<file path="src/rtl/core_pkg.sv">
// Shared types and constants for the five-stage core's memory stage.
package core_pkg;

  localparam int LANES      = 4;
  localparam int WORD_BYTES = 4;
  localparam int BEAT_W     = $clog2(LANES);

  typedef enum logic [1:0] {
    IDLE,
    BUSY,
    DONE
  } mem_state_t;

endpackage

</file>
<file path="src/rtl/dmem_beat_ctrl.sv">
// Sequences scalar/vector accesses as 32-bit beats on the data-memory bus
// and assembles read beats into a lane buffer.
module dmem_beat_ctrl
  import core_pkg::*;
(
  input  logic                   clk,
  input  logic                   reset,
  input  logic                   mem_read,
  input  logic                   mem_write,
  input  logic                   vector_op,
  input  logic [29:0]            addr_word,
  input  logic [32*LANES-1:0]    write_data,
  output logic                   dmem_req,
  output logic                   dmem_we,
  output logic [31:0]            dmem_addr,
  output logic [31:0]            dmem_wdata,
  input  logic                   dmem_ack,
  input  logic [31:0]            dmem_rdata,
  output logic                   mem_stall,
  output logic [LANES-1:0][31:0] read_buf
);

  mem_state_t              state, state_next;
  logic [BEAT_W-1:0]       beat;
  logic [BEAT_W-1:0]       last_beat;
  logic [LANES-1:0][31:0]  write_lanes;
  logic [31:0]             beat_addr;
  logic                    acc;
  logic                    busy;

  assign acc         = mem_read | mem_write;
  assign busy        = (state == BUSY);
  assign last_beat   = vector_op ? BEAT_W'(LANES - 1) : '0;
  assign write_lanes = write_data;
  // Beat addresses wrap naturally in 32 bits past 0xFFFFFFFC.
  assign beat_addr   = {addr_word, 2'b00} + (32'(beat) * 32'(WORD_BYTES));

  // NOTE: sequential state uses non-blocking assignments so every flop samples
  // pre-edge values regardless of process ordering.
  always_ff @(posedge clk or posedge reset) begin
    if (reset) state <= IDLE;
    else       state <= state_next;
  end

  // NOTE: next-state gets a default before the case so no path leaves it
  // unassigned, which would otherwise infer a latch.
  always_comb begin
    state_next = state;
    case (state)
      IDLE:    if (acc) state_next = BUSY;
      BUSY:    if (dmem_ack && (beat == last_beat)) state_next = DONE;
      DONE:    state_next = IDLE;
      default: state_next = IDLE;
    endcase
  end

  always_ff @(posedge clk or posedge reset) begin
    if (reset) begin
      beat <= '0;
    end else if (state == IDLE) begin
      beat <= '0;
    end else if (busy && dmem_ack && (beat != last_beat)) begin
      beat <= beat + 1'b1;
    end
  end

  // NOTE: the read buffer is a handful of flops, not a RAM macro, so it is
  // reset to give a defined value on wb_read_data after reset.
  always_ff @(posedge clk or posedge reset) begin
    if (reset) begin
      read_buf <= '0;
    end else if (busy && dmem_ack && mem_read) begin
      read_buf[beat] <= dmem_rdata;
    end
  end

  // Bus outputs decode the state register; the ex/mem register is frozen
  // while busy, so address and data stay stable across wait cycles.
  assign dmem_req   = busy;
  assign dmem_we    = busy & mem_write;
  assign dmem_addr  = busy ? beat_addr : '0;
  assign dmem_wdata = busy ? write_lanes[beat] : '0;
  assign mem_stall  = ((state == IDLE) & acc) | busy;

endmodule

</file>
<file path="src/rtl/stage_memory.sv">
// Memory stage: drives the beat controller and holds the mem/wb pipeline
// register, replicating scalar load data across all lanes.
module stage_memory
  import core_pkg::*;
(
  input  logic           clk,
  input  logic           reset,
  input  logic           wb_clear,
  input  logic [31:0]    mem_instr,
  input  logic           mem_reg_write,
  input  logic           mem_mem_write,
  input  logic           mem_mem_read,
  input  logic           mem_vector_op,
  input  logic [1:0]     mem_result_src,
  input  logic [127:0]   mem_alu_result,
  input  logic [127:0]   mem_write_data,
  input  logic [31:0]    mem_pc_plus_4,
  input  logic [127:0]   mem_imm_ext,
  input  logic [4:0]     mem_rd,
  output logic           dmem_req,
  output logic           dmem_we,
  output logic [31:0]    dmem_addr,
  output logic [31:0]    dmem_wdata,
  input  logic           dmem_ack,
  input  logic [31:0]    dmem_rdata,
  output logic           mem_stall,
  output logic [31:0]    wb_instr,
  output logic           wb_reg_write,
  output logic [1:0]     wb_result_src,
  output logic           wb_vector_op,
  output logic [127:0]   wb_alu_result,
  output logic [127:0]   wb_read_data,
  output logic [31:0]    wb_pc_plus_4,
  output logic [127:0]   wb_imm_ext,
  output logic [4:0]     wb_rd
);

  logic [LANES-1:0][31:0] read_buf;
  logic [127:0]           read_word;
  logic [127:0]           read_sel;

  dmem_beat_ctrl u_beat_ctrl (
    .clk        (clk),
    .reset      (reset),
    .mem_read   (mem_mem_read),
    .mem_write  (mem_mem_write),
    .vector_op  (mem_vector_op),
    .addr_word  (mem_alu_result[31:2]),
    .write_data (mem_write_data),
    .dmem_req   (dmem_req),
    .dmem_we    (dmem_we),
    .dmem_addr  (dmem_addr),
    .dmem_wdata (dmem_wdata),
    .dmem_ack   (dmem_ack),
    .dmem_rdata (dmem_rdata),
    .mem_stall  (mem_stall),
    .read_buf   (read_buf)
  );

  assign read_word = mem_vector_op ? read_buf : {LANES{read_buf[0]}};
  assign read_sel  = mem_mem_read ? read_word : '0;

  always_ff @(posedge clk or posedge reset) begin
    if (reset) begin
      wb_instr      <= '0;
      wb_reg_write  <= 1'b0;
      wb_result_src <= '0;
      wb_vector_op  <= 1'b0;
      wb_alu_result <= '0;
      wb_read_data  <= '0;
      wb_pc_plus_4  <= '0;
      wb_imm_ext    <= '0;
      wb_rd         <= '0;
    end else if (wb_clear) begin
      wb_instr      <= '0;
      wb_reg_write  <= 1'b0;
      wb_result_src <= '0;
      wb_vector_op  <= 1'b0;
      wb_alu_result <= '0;
      wb_read_data  <= '0;
      wb_pc_plus_4  <= '0;
      wb_imm_ext    <= '0;
      wb_rd         <= '0;
    end else if (mem_stall) begin
      // Bubble: only the fields that can cause architectural effects are killed.
      wb_instr      <= '0;
      wb_reg_write  <= 1'b0;
    end else begin
      wb_instr      <= mem_instr;
      wb_reg_write  <= mem_reg_write;
      wb_result_src <= mem_result_src;
      wb_vector_op  <= mem_vector_op;
      wb_alu_result <= mem_alu_result;
      wb_read_data  <= read_sel;
      wb_pc_plus_4  <= mem_pc_plus_4;
      wb_imm_ext    <= mem_imm_ext;
      wb_rd         <= mem_rd;
    end
  end

endmodule

</file>
<file path="config.mk">
export PLATFORM = sky130hd
export DESIGN_NAME = stage_memory
export DESIGN_NICKNAME = d
export VERILOG_FILES = /design/src/rtl/core_pkg.sv /design/src/rtl/dmem_beat_ctrl.sv /design/src/rtl/stage_memory.sv
export SDC_FILE = /design/constraint.sdc
export NUM_CORES = 1
export LEC_CHECK = 0
export CAP_MARGIN = 20
export CORE_AREA = 2 2 399 401
export CTS_CLUSTER_SIZE = 40
export DETAILED_ROUTE_END_ITERATION = 7
export DIE_AREA = 0 0 401 403
export PLACE_DENSITY = 0.37
export SYNTH_ARGS = -nofsm -noshare
export SYNTH_HDL_FRONTEND = slang
export SYNTH_SLANG_ARGS = --single-unit
</file>
<file path="constraint.sdc">
create_clock -name clk -period 28.2 [get_ports clk]
set_input_delay 8.46 -clock clk [delete_from_list [all_inputs] [get_ports clk]]
set_output_delay 8.46 -clock clk [all_outputs]
set_load 0.02 [all_outputs]
</file>
* Word-level counts from Yosys, hierarchy flattened
Cells that the tools add are included.
** Operators by class
- Add/subtract/negate cells :: 2
- Order comparisons :: 2
- Equality and inequality tests :: 6
- Mux-type cells :: 33
- Bitwise logic cells :: 4
- Reduce and logical (&&, ||, !) cells :: 8
** Operators by type and width (number)
- $mux 128 :: 8
- $mux 32 :: 8
- $bwmux 128 :: 1
- $bmux 32 s2 :: 1
- $demux 32 s2 :: 1
- $add 32x4->32 :: 1
- $mux 2 :: 7
- $mux 5 :: 2
- $logic_and 1x1->1 :: 5
- $mux 1 :: 4
- $ne 2x2->1 const B :: 2
- $pmux 2 s2 :: 1
- $lt 2x3->1 const B :: 1
- $add 2x1->2 const B :: 1
- $and 1x1->1 :: 2
- $eq 2x1->1 const B :: 1
- $eq 2x2->1 :: 1
- $ge 2x1->1 const B :: 1
- $logic_not 2->1 :: 1
- $ne 2x1->1 const B :: 1
- $ne 2x2->1 :: 1
- $or 1x1->1 :: 2
- $reduce_and 2->1 :: 1
- $reduce_bool 2->1 :: 1
** Storage, ports and cells
- Bits in registers :: 589
- Bits of input ports :: 495
- Output and inout port bits :: 524
- Word-level logic and storage cells :: 70

* Longest topological paths before layout
Gate-level depths: netlist (run 1).
- Depth after elaboration :: 5
- Gate-level depth with buffers :: 7
- Depth with buffers taken out :: 6

* Modules after synthesis
A second synthesis (run 1) with hierarchy kept.
** Second synthesis, totals
- Cells, all modules :: 1931
- Area total of the unflattened synthesis :: 25421.9 um^2
** By module, submodules not included
- stage_memory :: times used 1, cells an instance 1419, area an instance 18675.4 um^2, seq. area each 11436.0 um^2
- dmem_beat_ctrl :: times used 1, cells an instance 512, area an instance 6746.5 um^2, seq. area each 3303.2 um^2

* Worst setup path before layout (run 1)
OpenSTA, ideal clock, no wires.
- Path type :: in2out
- From :: input port mem_alu_result[2]
- To :: output port dmem_addr[22]
- Arrival time :: 10377 ps
- Required time :: 19740 ps
- Slack :: 9363 ps
- Cell stages on the path :: 7
- Buffers on the path :: 1
- Path through :: ha_1 > fa_1 > nand4_2 > or3_1 > buf_2 > or4_1 > a21oi_1
** On the way
- Longest elaborated chain between the ends :: 2
** Ends and longest elaborated chain
- start, declared :: RTL line stage_memory.sv:15 : input logic [127:0] mem_alu_result,
- $add 32x4->32 :: RTL line dmem_beat_ctrl.sv:36 : assign beat_addr = {addr_word, 2'b00} + (32'(beat) * 32'(WORD_BYTES));
- $mux 32 :: RTL line dmem_beat_ctrl.sv:81 : assign dmem_addr = busy ? beat_addr : '0;
- end, declared :: RTL line stage_memory.sv:22 : output logic [31:0] dmem_addr,
No other way between the ends.

* Worst setup path in the final report (run 1)
- From :: input port mem_alu_result[2]
- To :: output port dmem_addr[30]
The elaborated chain is that of the path after synthesis.

==> results by group, run 1 <==
Min path
  – Hold Crit Class: reg2reg

Clock network
  – CTS max path bufs: 3
  – Post CTS Setup Buffer Count: 0
  – Worst-Skew Late Latency: 0.69 ns
  – CTS tree: done
  – Clk pin slew, worst setup/hold paths: 0.06 ns
  – Cts hold-fix bufs: 0
  – Post-CTS Resized: 0
  – Root buffer cell: clkbuf_16
  – Sinks on Clock Net: 589
  – H-Tree Depth: 3
  – Inserted Clock Buffers: slightly below 80

Placed design
  – Number of port buffers: 1016
  – GPL Wtd Cong: 0.905
  – Placement Cell Area: 36900 µm²
  – Placed insts: around 5200
  – Hpwl dp: 89500 µm

Synth
  – Post-synthesis sequential area ratio: 60.1%
  – Syn Inst Count: 2295
  – Most used DFF post-synth: dfrtp_1
  – Synthesis Warnings: 0
  – Syn Area/Cell: 10.7 µm²
  – Library cells used by synthesis: 49
  – Ys async rst share: 100%
  – Mapped cell area: 24500 µm²
  – Post-synth EDFFs: 0
  – Register bit total from synthesis: 589

Critical path
  – Critical path arrival: approximately 12 ns
  – Setup crit end kind: primary output
  – CP Data Required Time: 19.74 ns
  – Crit path max fanout: 11
  – Startpoint Class: input pin
  – Worst Setup Path Type: in2out

STA
  – Fmax achieved: 49.4 MHz
  – Skew final: 0.0766 ns
  – Max_slew headroom: 26.6%
  – Sum Neg Setup Slack: 0 ns
  – Final-report max-slew violation count: 0
  – Final Critical Period: 20.24 ns
  – RSZ-0062 raised after global routing: no
  – Period utilisation layout: 71.8%
  – Worst Tran Pin Value: 1.09 ns
  – Endpoints failing setup: 0
  – Endpoints failing hold: 0

Floorplanning
  – Placeable Area: about 160000 µm²
  – Die Y: 403 µm
  – Top Ports: 1019
  – Die width: 401 µm
  – Initial Util: about 16%
  – DIE AREA: 162000 µm²
  – Rows: approximately 150

Run
  – Max Cap Violations: 0

Detailed routing
  – # DRC: 0
  – DRT antenna net count: 0
  – Drt wl/cell: 23.1 µm
  – Via density: ~3.9
  – DRT iter0 DRCs: 1193
  – DR vias: 21200
  – Pre-antenna DRT Iters: 5
  – Final WL: approximately 120000 µm

Power
  – Power per cell area: 84.6 nW/µm²
  – Leakage: between 15 and 20 nW
  – PnR Total Power: roughly 3.4 mW
  – Clk pwr share: 31.2%
  – Comb power frac: 35.4%
  – Int Power: 2.16 mW
  – Net Sw Frac: 35.6%
  – Sequential share of power: 33.4%
  – Sw power: ~1.2 mW
  – Max IR drop VDD: between 0.00004 and 0.00005 V

Layout
  – Final Cell Area: ~40000 µm²
  – Final #Nets: 3752
  – Area growth, synth to finish: 61.7%
  – Final Non-Filler Cells: 5386
  – Layout cells sized above 1: 9.73%

Global route
  – Grt total ovfl: 0
  – First-pass GRT wire length: 175000 µm
  – Antenna violations before repair: 12
  – Vias in the first global route: 21900
  – Total GRT Usage: between 10 and 15%
  – Largest net degree at the start of global routing: 164

Run status
  – Outcome: finished, final reports clean
layer usage:
layer / vias up / GRT usage (%) / wire, µm
met2: 625 / 26.0 / 63400
li1: 9788 / - / -
met3: 104 / 4.65 / 8440
met1: 10700 / 17.9 / 50400
met4: 14 / 3.23 / 2090
met5: - / 0 / 93
power groups by stage:
stage | Combinational, mW | Clock, mW | Sequential, mW
floorplan | 0.530 | 0 | 1.22
global placement | 1.21 | 0 | 1.13
detailed placement | 1.21 | 0 | 1.13
CTS | 1.22 | 1.09 | 1.12
global route | 1.28 | 1.13 | 1.14
finish | 1.19 | 1.05 | 1.12
critical path, cell delays in order:
cell,delay (ns)
clkdlybuf4s50_1,0.50
ha_1,0.20
fa_1,0.27
nand4_2,0.17
or3_1,0.58
or4_1,0.52
a21oi_1,0.37
clkdlybuf4s50_1,0.70
path summary, 6_finish.rpt:
check	depth (start not counted)	endpoint	from	slack [ns]
setup / recovery	8	dmem_addr[30]	mem_alu_result[2]	7.96
hold / removal	1	wb_read_data[24]	u_beat_ctrl.read_buf[24]	0.47
setup reg to reg	7	wb_imm_ext[44]	u_beat_ctrl.state[0]	24.54
hold reg to reg	1	wb_read_data[24]	u_beat_ctrl.read_buf[24]	0.47
max in group asynchronous	5	wb_instr[13]	reset	16.84
min in group asynchronous	2	wb_alu_result[124]	reset	8.26
registers in the layout, indices dropped and copies added, names as in the netlist, 2 cells and up:
signal                count
wb_pc_plus_4             32
wb_rd                     5
wb_imm_ext              128
wb_read_data            128
u_beat_ctrl.beat          2
wb_instr                 32
u_beat_ctrl.read_buf    128
u_beat_ctrl.state         2
wb_alu_result           128
wb_result_src             2
logic make-up (layout without fill, tap and decap cells):
kind of cell             after synthesis  after routing  share of synthesized area [%]
AO/OA/AOI/OAI                        559            559                           13.6
XOR/XNOR                              11             11                          0.393
adder cells (fa/ha/maj)                7              7                          0.388
buffers and inverters                185           1199                           2.97
flip-flops                           589            589                           60.1
multiplexers                         161            161                           8.86
other                                  1              6                         0.0153
AND/OR/NAND/NOR                      782            782                           13.7
cell usage after synthesis (3+ instances only):
master | instances | share of area (%)
nand2_1 | 610 | 9.3
dfrtp_1 | 589 | 60
a21oi_1 | 407 | 8.3
clkbuf_1 | 141 | 2.2
mux2_2 | 116 | 5.3
o2bb2ai_1 | 96 | 3.4
and2_1 | 68 | 1.7
a22o_1 | 33 | 1.2
nor2b_1 | 33 | 0.84
mux4_2 | 32 | 2.9
buf_1 | 20 | 0.31
nor2_1 | 16 | 0.24
mux2_1 | 12 | 0.55
buf_2 | 10 | 0.20
nand3_1 | 10 | 0.20
inv_1 | 9 | 0.14
o31ai_1 | 8 | 0.24
or4_1 | 8 | 0.24
xnor2_1 | 8 | 0.29
o21ai_0 | 7 | 0.14
or3_1 | 7 | 0.18
ha_1 | 6 | 0.31
nor3_1 | 5 | 0.10
nor4_1 | 4 | 0.10
a31oi_1 | 3 | 0.077
and3_1 | 3 | 0.077
nand4_1 | 3 | 0.077
xor2_1 | 3 | 0.11
final cells by class:
class | instances | area (µm²)
Fill cell | 16900 | 118000
Sequential cell | 589 | 14700
Timing Repair Buffer | 1049 | 10500
Multi-Input combinational cell | 1522 | 9090
Tap cell | 2072 | 2590
Clock buffer | 117 | 2270
Clock inverter | 23 | 414
Inverter | 10 | 52.6
Antenna cell | 4 | 10.0
placed cells by master, fill, tap and decap left out, types with 6 or more instances in the layout:
| cell type | synthesis | layout |
|---|---|---|
| or4_1 | 8 | 8 |
| mux2_2 | 116 | 116 |
| o21ai_0 | 7 | 7 |
| clkbuf_1 | 141 | 22 |
| a22o_1 | 33 | 33 |
| bufinv_16 | 0 | 6 |
| ha_1 | 6 | 6 |
| a21oi_1 | 407 | 407 |
| clkbuf_16 | 0 | 78 |
| nor2_1 | 16 | 14 |
| inv_1 | 9 | 8 |
| and2_1 | 68 | 68 |
| or3_1 | 7 | 7 |
| clkinv_2 | 0 | 6 |
| xnor2_1 | 8 | 8 |
| clkbuf_8 | 0 | 17 |
| nand2_1 | 610 | 606 |
| mux4_2 | 32 | 32 |
| nor2b_1 | 33 | 33 |
| mux2_1 | 12 | 12 |
| o31ai_1 | 8 | 8 |
| buf_4 | 2 | 29 |
| clkdlybuf4s50_1 | 0 | 1014 |
| dfrtp_1 | 589 | 587 |
| nand3_1 | 10 | 10 |
| o2bb2ai_1 | 96 | 96 |
stage by stage:
stage	util [%]	setup slack, ns	hold slack (ns)
after floorplan	-	3.26	0.465
after global placement	23.4	8.00	0.473
after detailed placement	23.5	7.95	0.472
after CTS	25.2	7.94	0.482
after global routing	25.2	7.88	0.500
final	25.2	7.96	0.471
Note: power is estimated with default switching activity, not from simulation.
==> inputs of run 2 (changes only) <==
Clock period 28.2 ns to 21.1 ns, I/O delays scaled along.
==> results by group, run 2 (synthesized netlist as in run 1, its figures left out) <==
Run status
  – Outcome: finished, final reports clean

Power
  – Leakage: 15.7 nW (-0.38%)
  – Max IR drop VDD: 0.0000518 V (+20%)
  – Power per cell area: 112 nW/µm² (+32%)

Clock network
  – Clk pin slew, worst setup/hold paths: 0.06 ns (about the same)
  – H-Tree Depth: 3 (unchanged)
  – CTS tree: done
  – Sinks on Clock Net: 589 (unchanged)
  – Cts hold-fix bufs: 0 (unchanged)
  – Post-CTS Resized: 0 (unchanged)
  – Post CTS Setup Buffer Count: 0 (unchanged)
  – Worst-Skew Late Latency: 0.69 ns (about the same)
  – Inserted Clock Buffers: 78 (unchanged)
  – CTS max path bufs: 3 (unchanged)
  – Root buffer cell: clkbuf_16

STA
  – Fmax achieved: 63.6 MHz
  – Worst Tran Pin Value: 1.11 ns (+0.0139 ns)
  – Skew final: 0.0570 ns (-0.0195 ns)
  – Final Critical Period: 15.73 ns
  – Period utilisation layout: 74.6%
  – Final-report max-slew violation count: 0 (unchanged)
  – Sum Neg Setup Slack: 0 ns (unchanged)
  – Max_slew headroom: 26.3% (-0.26 points)
  – RSZ-0062 raised after global routing: no
  – Endpoints failing setup: 0 (unchanged)
  – Endpoints failing hold: 0 (unchanged)

Floorplanning
  – Die Y: 403 µm (unchanged)
  – Top Ports: 1019 (unchanged)
  – Die width: 401 µm (unchanged)
  – DIE AREA: 162000 µm² (unchanged)
  – Rows: 146 (unchanged)
  – Initial Util: 15.6% (unchanged)
  – Placeable Area: 157000 µm² (unchanged)

Min path
  – Hold Crit Class: reg2reg
  – Hold path cells: 1 (unchanged)
  – Hold EP: wb_read_data[125]
  – HP Start: wb_read_data[125]

Detailed routing
  – Final WL: 123000 µm (-0.94%)
  – Pre-antenna DRT Iters: 6 (+1)
  – DR vias: 21300 (+0.24%)
  – DRT iter0 DRCs: 1117 (-6.4%)
  – DRT antenna net count: 0 (unchanged)
  – Via density: 3.95 (+0.17%)
  – Drt wl/cell: 22.9 µm (-1.0%)
  – Met2 wire len: 61100 µm (-3.5%)
  – Top sig layer: met5
  – Met3 wire len: 9040 µm (+7.1%)
  – # DRC: 0 (unchanged)
  – M1 WL: 49600 µm (-1.7%)

Placed design
  – Number of port buffers: 1016 (unchanged)
  – GPL Wtd Cong: 0.881 (-2.6%)
  – Hpwl dp: 88100 µm (-1.5%)

Critical path
  – Startpoint Class: input pin
  – Setup crit end kind: primary output
  – Worst r2r src: u_beat_ctrl.state[0]
  – Worst Setup Path Type: in2out
  – R2R setup slack: 17.98 ns (-6.56 ns)
  – Critical path arrival: 9.40 ns (-2.38 ns)
  – Critical R2R Capture: wb_imm_ext[41]
  – CP Data Required Time: 14.77 ns (-4.97 ns)
  – Crit path max fanout: 11 (unchanged)
  – FF-to-FF path depth: 6 (-1)

Global route
  – Largest net degree at the start of global routing: 167 (+1.8%)
  – Grt total ovfl: 0 (unchanged)
  – Vias in the first global route: 22300 (+1.8%)
  – First-pass GRT wire length: 174000 µm (-0.88%)
  – Antenna violations before repair: 18 (+6)
  – Total GRT Usage: 14.8% (-0.11 points)

Layout
  – Commonest non-fill, non-tap cells in the layout: 1014 x clkdlybuf4s50_1, 606 x nand2_1, 587 x dfrtp_1
  – Most common cell after layout, fill and taps aside: clkdlybuf4s50_1
  – Fillers: 16900 (-0.065%)
  – Final #Nets: 3751 (-0.027%)
  – Area growth, synth to finish: 61.2%
  – Final Util: 25.1% (-0.084 points)
  – Layout cells sized above 1: 9.66% (-0.063 points)

Run
  – Max Cap Violations: 0 (unchanged)
-- run 2: cell types whose count changed in the layout (fill, tap and decap cells not counted), sizes merged, moves of 2 or more --
cell,previous run,this run
bufinv,6,2
diode,4,7
clkinvlp,0,3
clkinv,14,16
clkbuf,117,119
-- run 2: critical path: stages --
cell	delay [ns]
clkdlybuf4s50_1	0.50
ha_1	0.20
fa_1	0.27
nand4_2	0.18
or3_1	0.57
or4_1	0.55
a21oi_1	0.18
clkdlybuf4s50_1	0.63
-- run 2: final cells by class --
type / count / area, µm² / share of cell area [%]
flip-flops and latches: 589 / 14700 / 37.3
repair buffers: 1048 / 10500 / 26.4
multi-input cells: 1522 / 9090 / 23.0
well taps: 2072 / 2590 / 6.56
clock buffers: 119 / 2280 / 5.76
clock inverters: 23 / 308 / 0.779
inverters: 10 / 48.8 / 0.123
diodes: 7 / 17.5 / 0.0443
-- run 2: worst max-delay path by stage --
| stage | startpoint | to | cells past startpoint |
|---|---|---|---|
| after floorplan | mem_alu_result[2] | dmem_addr[22] | 7 |
| after CTS | mem_alu_result[2] | dmem_addr[20] | 8 |
| after global placement | mem_alu_result[2] | dmem_addr[20] | 8 |
| final | mem_alu_result[2] | dmem_addr[20] | 8 |
| after global routing | mem_alu_result[2] | dmem_addr[20] | 8 |
| after detailed placement | mem_alu_result[2] | dmem_addr[20] | 8 |
-- run 2: layer usage --
layer,track usage [%],vias to the layer above
met3,5.00,149
met2,25.1,669
met1,17.4,10600
met5,0,-
met4,4.93,24
li1,-,9784
-- run 2: through the flow --
stage / instances / total power [mW] / area, µm² / setup WS (ns) / hold WS [ns]
2_1_floorplan: 2296 / 2.34 / 24500 / 6.52 / 0.465
3_3_place_gp: 5241 / 3.13 / 36900 / 5.35 / 0.473
3_5_place_dp: 5241 / 3.13 / 36900 / 5.35 / 0.473
4_1_cts: 5383 / 4.52 / 39500 / 5.34 / 0.491
5_1_grt: 5387 / 4.68 / 39500 / 5.19 / 0.506
6_report: 5390 / 4.42 / 39500 / 5.37 / 0.485
-- run 2: power breakdown --
group,switching [mW],internal (mW),total [mW]
clock,0.564,0.778,1.34
sequential,0.136,1.37,1.50
combinational,0.884,0.693,1.58
total,1.58,2.84,4.42
==> inputs of run 3 (changes only) <==
Settings changed: PLACE_DENSITY 0.37 to 0.38.
Clock period 21.1 ns to 13.5 ns, I/O delays scaled along.
==> results by group, run 3 (synthesized netlist as in run 1, its figures left out) <==
Layout
  – Final #Nets: 3751 (unchanged)
  – Most common cell after layout, fill and taps aside: clkdlybuf4s50_1
  – Fillers: 16800 (-0.15%)
  – Layout cells sized above 1: 9.65% (-0.019 points)
  – Final Cell Area: 39600 µm² (+0.27%)
  – Commonest non-fill, non-tap cells in the layout: 1014 x clkdlybuf4s50_1, 606 x nand2_1, 587 x dfrtp_1
  – Area growth, synth to finish: 61.6%

Global route
  – Largest net degree at the start of global routing: 180 (+7.8%)
  – Antenna violations before repair: 22 (+4)
  – Grt total ovfl: 0 (unchanged)
  – Vias in the first global route: 22000 (-1.6%)
  – First-pass GRT wire length: 172000 µm (-0.89%)
  – Total GRT Usage: 14.5% (-0.26 points)

Critical path
  – Worst Setup Path Type: in2out
  – FF-to-FF path depth: 7 (+1)
  – CP most frequent cell: clkdlybuf4s50_1
  – Worst r2r src: u_beat_ctrl.state[0]
  – R2R setup slack: 9.41 ns (-8.57 ns)
  – Setup crit end kind: primary output
  – Top Family by Delay on Critical Path: simple AND/OR/NAND/NOR gates
  – CP Data Required Time: 9.45 ns (-5.32 ns)
  – Critical R2R Capture: wb_imm_ext[36]
  – CP max stage delay: 0.63 ns (about the same)
  – CP Buf/Inv Count: 2 (unchanged)
  – Startpoint Class: input pin
  – Crit path max fanout: 11 (unchanged)
  – WP depth: 8 (unchanged)
  – Cell chain of the critical path: clkdlybuf4s50_1, ha_1, fa_1, nand4_2, or3_1, or4_1, a21oi_1, clkdlybuf4s50_1
  – Critical path arrival: 7.16 ns (-2.24 ns)
  – Crit-path slowest cell: clkdlybuf4s50_1

Clock network
  – Post-CTS Resized: 0 (unchanged)
  – Inserted Clock Buffers: 78 (unchanged)
  – H-Tree Depth: 3 (unchanged)
  – Post CTS Setup Buffer Count: 0 (unchanged)
  – Cts hold-fix bufs: 0 (unchanged)
  – Sinks on Clock Net: 589 (unchanged)
  – CTS max path bufs: 3 (unchanged)
  – Worst-Skew Late Latency: 0.69 ns (about the same)
  – Root buffer cell: clkbuf_16
  – Clk pin slew, worst setup/hold paths: 0.06 ns (about the same)
  – CTS tree: done

Detailed routing
  – # DRC: 0 (unchanged)
  – DR vias: 21200 (-0.18%)
  – Drt wl/cell: 22.5 µm (-1.6%)
  – Via density: 3.94 (about the same)
  – DRT iter0 DRCs: 1046 (-6.4%)
  – Pre-antenna DRT Iters: 5 (-1)
  – Final WL: 121000 µm (-1.7%)
  – DRT antenna net count: 0 (unchanged)

STA
  – Period utilisation layout: 83.1%
  – Crit path setup slack, layout: 2.29 ns (-3.08 ns)
  – Worst Tran Pin Value: 1.12 ns (+0.0180 ns)
  – Skew final: 0.0474 ns (-0.00965 ns)
  – Endpoints failing setup: 0 (unchanged)
  – RSZ-0062 raised after global routing: no
  – Fmax achieved: slightly below 90 MHz
  – Final-report max-slew violation count: 0 (unchanged)
  – Endpoints failing hold: 0 (unchanged)
  – Sum Neg Setup Slack: 0 ns (unchanged)
  – Max_slew headroom: 25.1% (-1.2 points)
  – Final Critical Period: 11.21 ns

Placed design
  – Number of port buffers: 1016 (unchanged)
  – GPL Wtd Cong: 0.904 (+2.6%)
  – Dpl ws: 2.30 ns (-3.05 ns)
  – Hpwl dp: 86500 µm (-1.8%)
  – Placement Cell Area: 36900 µm² (about the same)

Power
  – Power per cell area: 176 nW/µm² (+57%)
  – Max IR drop VDD: 0.0000992 V (+92%)
  – Net Sw Frac: 35.4% (-0.46 points)
  – Sequential share of power: 33.7% (-0.3 points)
  – Comb power frac: 35.1% (-0.6 points)
  – Sw power: 2.46 mW (+56%)
  – Clk pwr share: 31.2% (+0.8 points)
  – Int Power: 4.50 mW (+59%)
  – Leakage: 15.7 nW (+0.19%)

Floorplanning
  – Top Ports: 1019 (unchanged)
  – Rows: 146 (unchanged)
  – Die width: 401 µm (unchanged)
  – DIE AREA: 162000 µm² (unchanged)
  – Initial Util: 15.6% (unchanged)
  – Placeable Area: 157000 µm² (unchanged)
  – Die Y: 403 µm (unchanged)

Run status
  – Outcome: finished, final reports clean

Min path
  – Hold path cells: 1 (unchanged)
  – Hold Crit Class: reg2reg
  – HP Start: wb_read_data[65]
  – Hold EP: wb_read_data[65]

Run
  – Max Cap Violations: 0 (unchanged)
## run 3: cell count changes in the layout (fill, tap and decap cells not counted), moves of 2 or more
cell,change
clkbuf_1,-2
clkinv_2,-6
buf_12,+2
bufinv_16,+4
buf_4,-3
## run 3: layout make-up
cell class	instances	area [µm²]	share of cell area (%)
Antenna cell	6	15.0	0.0379
Clock buffer	116	2250	5.69
Clock inverter	22	417	1.05
Inverter	10	48.8	0.123
Multi-Input combinational cell	1522	9090	22.9
Sequential cell	589	14700	37.2
Tap cell	2072	2590	6.54
Timing Repair Buffer	1048	10500	26.4
## run 3: power groups by stage
| stage | registers, mW | logic (mW) | clock network (mW) |
|---|---|---|---|
| 6_report | 2.35 | 2.44 | 2.18 |
| 5_1_grt | 2.40 | 2.63 | 2.33 |
| 4_1_cts | 2.35 | 2.51 | 2.27 |
| 3_5_place_dp | 2.38 | 2.50 | 0 |
| 3_3_place_gp | 2.37 | 2.50 | 0 |
| 2_1_floorplan | 2.55 | 1.11 | 0 |
## run 3: per-layer routing
metal | wire length (µm) | GRT usage [%] | vias up
met2 | 61500 | 25.4 | 646
met1 | 49200 | 17.4 | 10700
met3 | 8450 | 4.49 | 115
met5 | 95 | 0 | -
met4 | 1950 | 3.30 | 14
li1 | - | - | 9785
## run 3: worst max-delay path by stage
| stage | from | to | slack, ns |
|---|---|---|---|
| final | mem_alu_result[2] | dmem_addr[20] | 2.29 |
| after global placement | mem_alu_result[2] | dmem_addr[20] | 2.30 |
| after global routing | mem_alu_result[2] | dmem_addr[22] | 2.11 |
| after floorplan | reset | u_beat_ctrl.beat[0] | 1.42 |
| after detailed placement | mem_alu_result[2] | dmem_addr[26] | 2.30 |
| after CTS | mem_alu_result[2] | dmem_addr[26] | 2.27 |
## run 3: metrics by stage
| stage | util, % | power (mW) | hold slack (ns) | instances |
|---|---|---|---|---|
| after CTS | 25.2 | 7.13 | 0.492 | 5379 |
| after detailed placement | 23.5 | 4.87 | 0.473 | 5241 |
| after global placement | 23.5 | 4.87 | 0.473 | 5240 |
| after floorplan | - | 3.66 | 0.465 | 2296 |
| final | 25.2 | 6.97 | 0.484 | 5385 |
| after global routing | 25.2 | 7.36 | 0.498 | 5383 |
## run 3: worst reg2reg max path: cells and delay by family (launching register included)
kind            cells  cell delay [ns]
compound gates      1             0.19
buf+inv             3             2.50
flops               1             0.46
simple gates        3             0.87
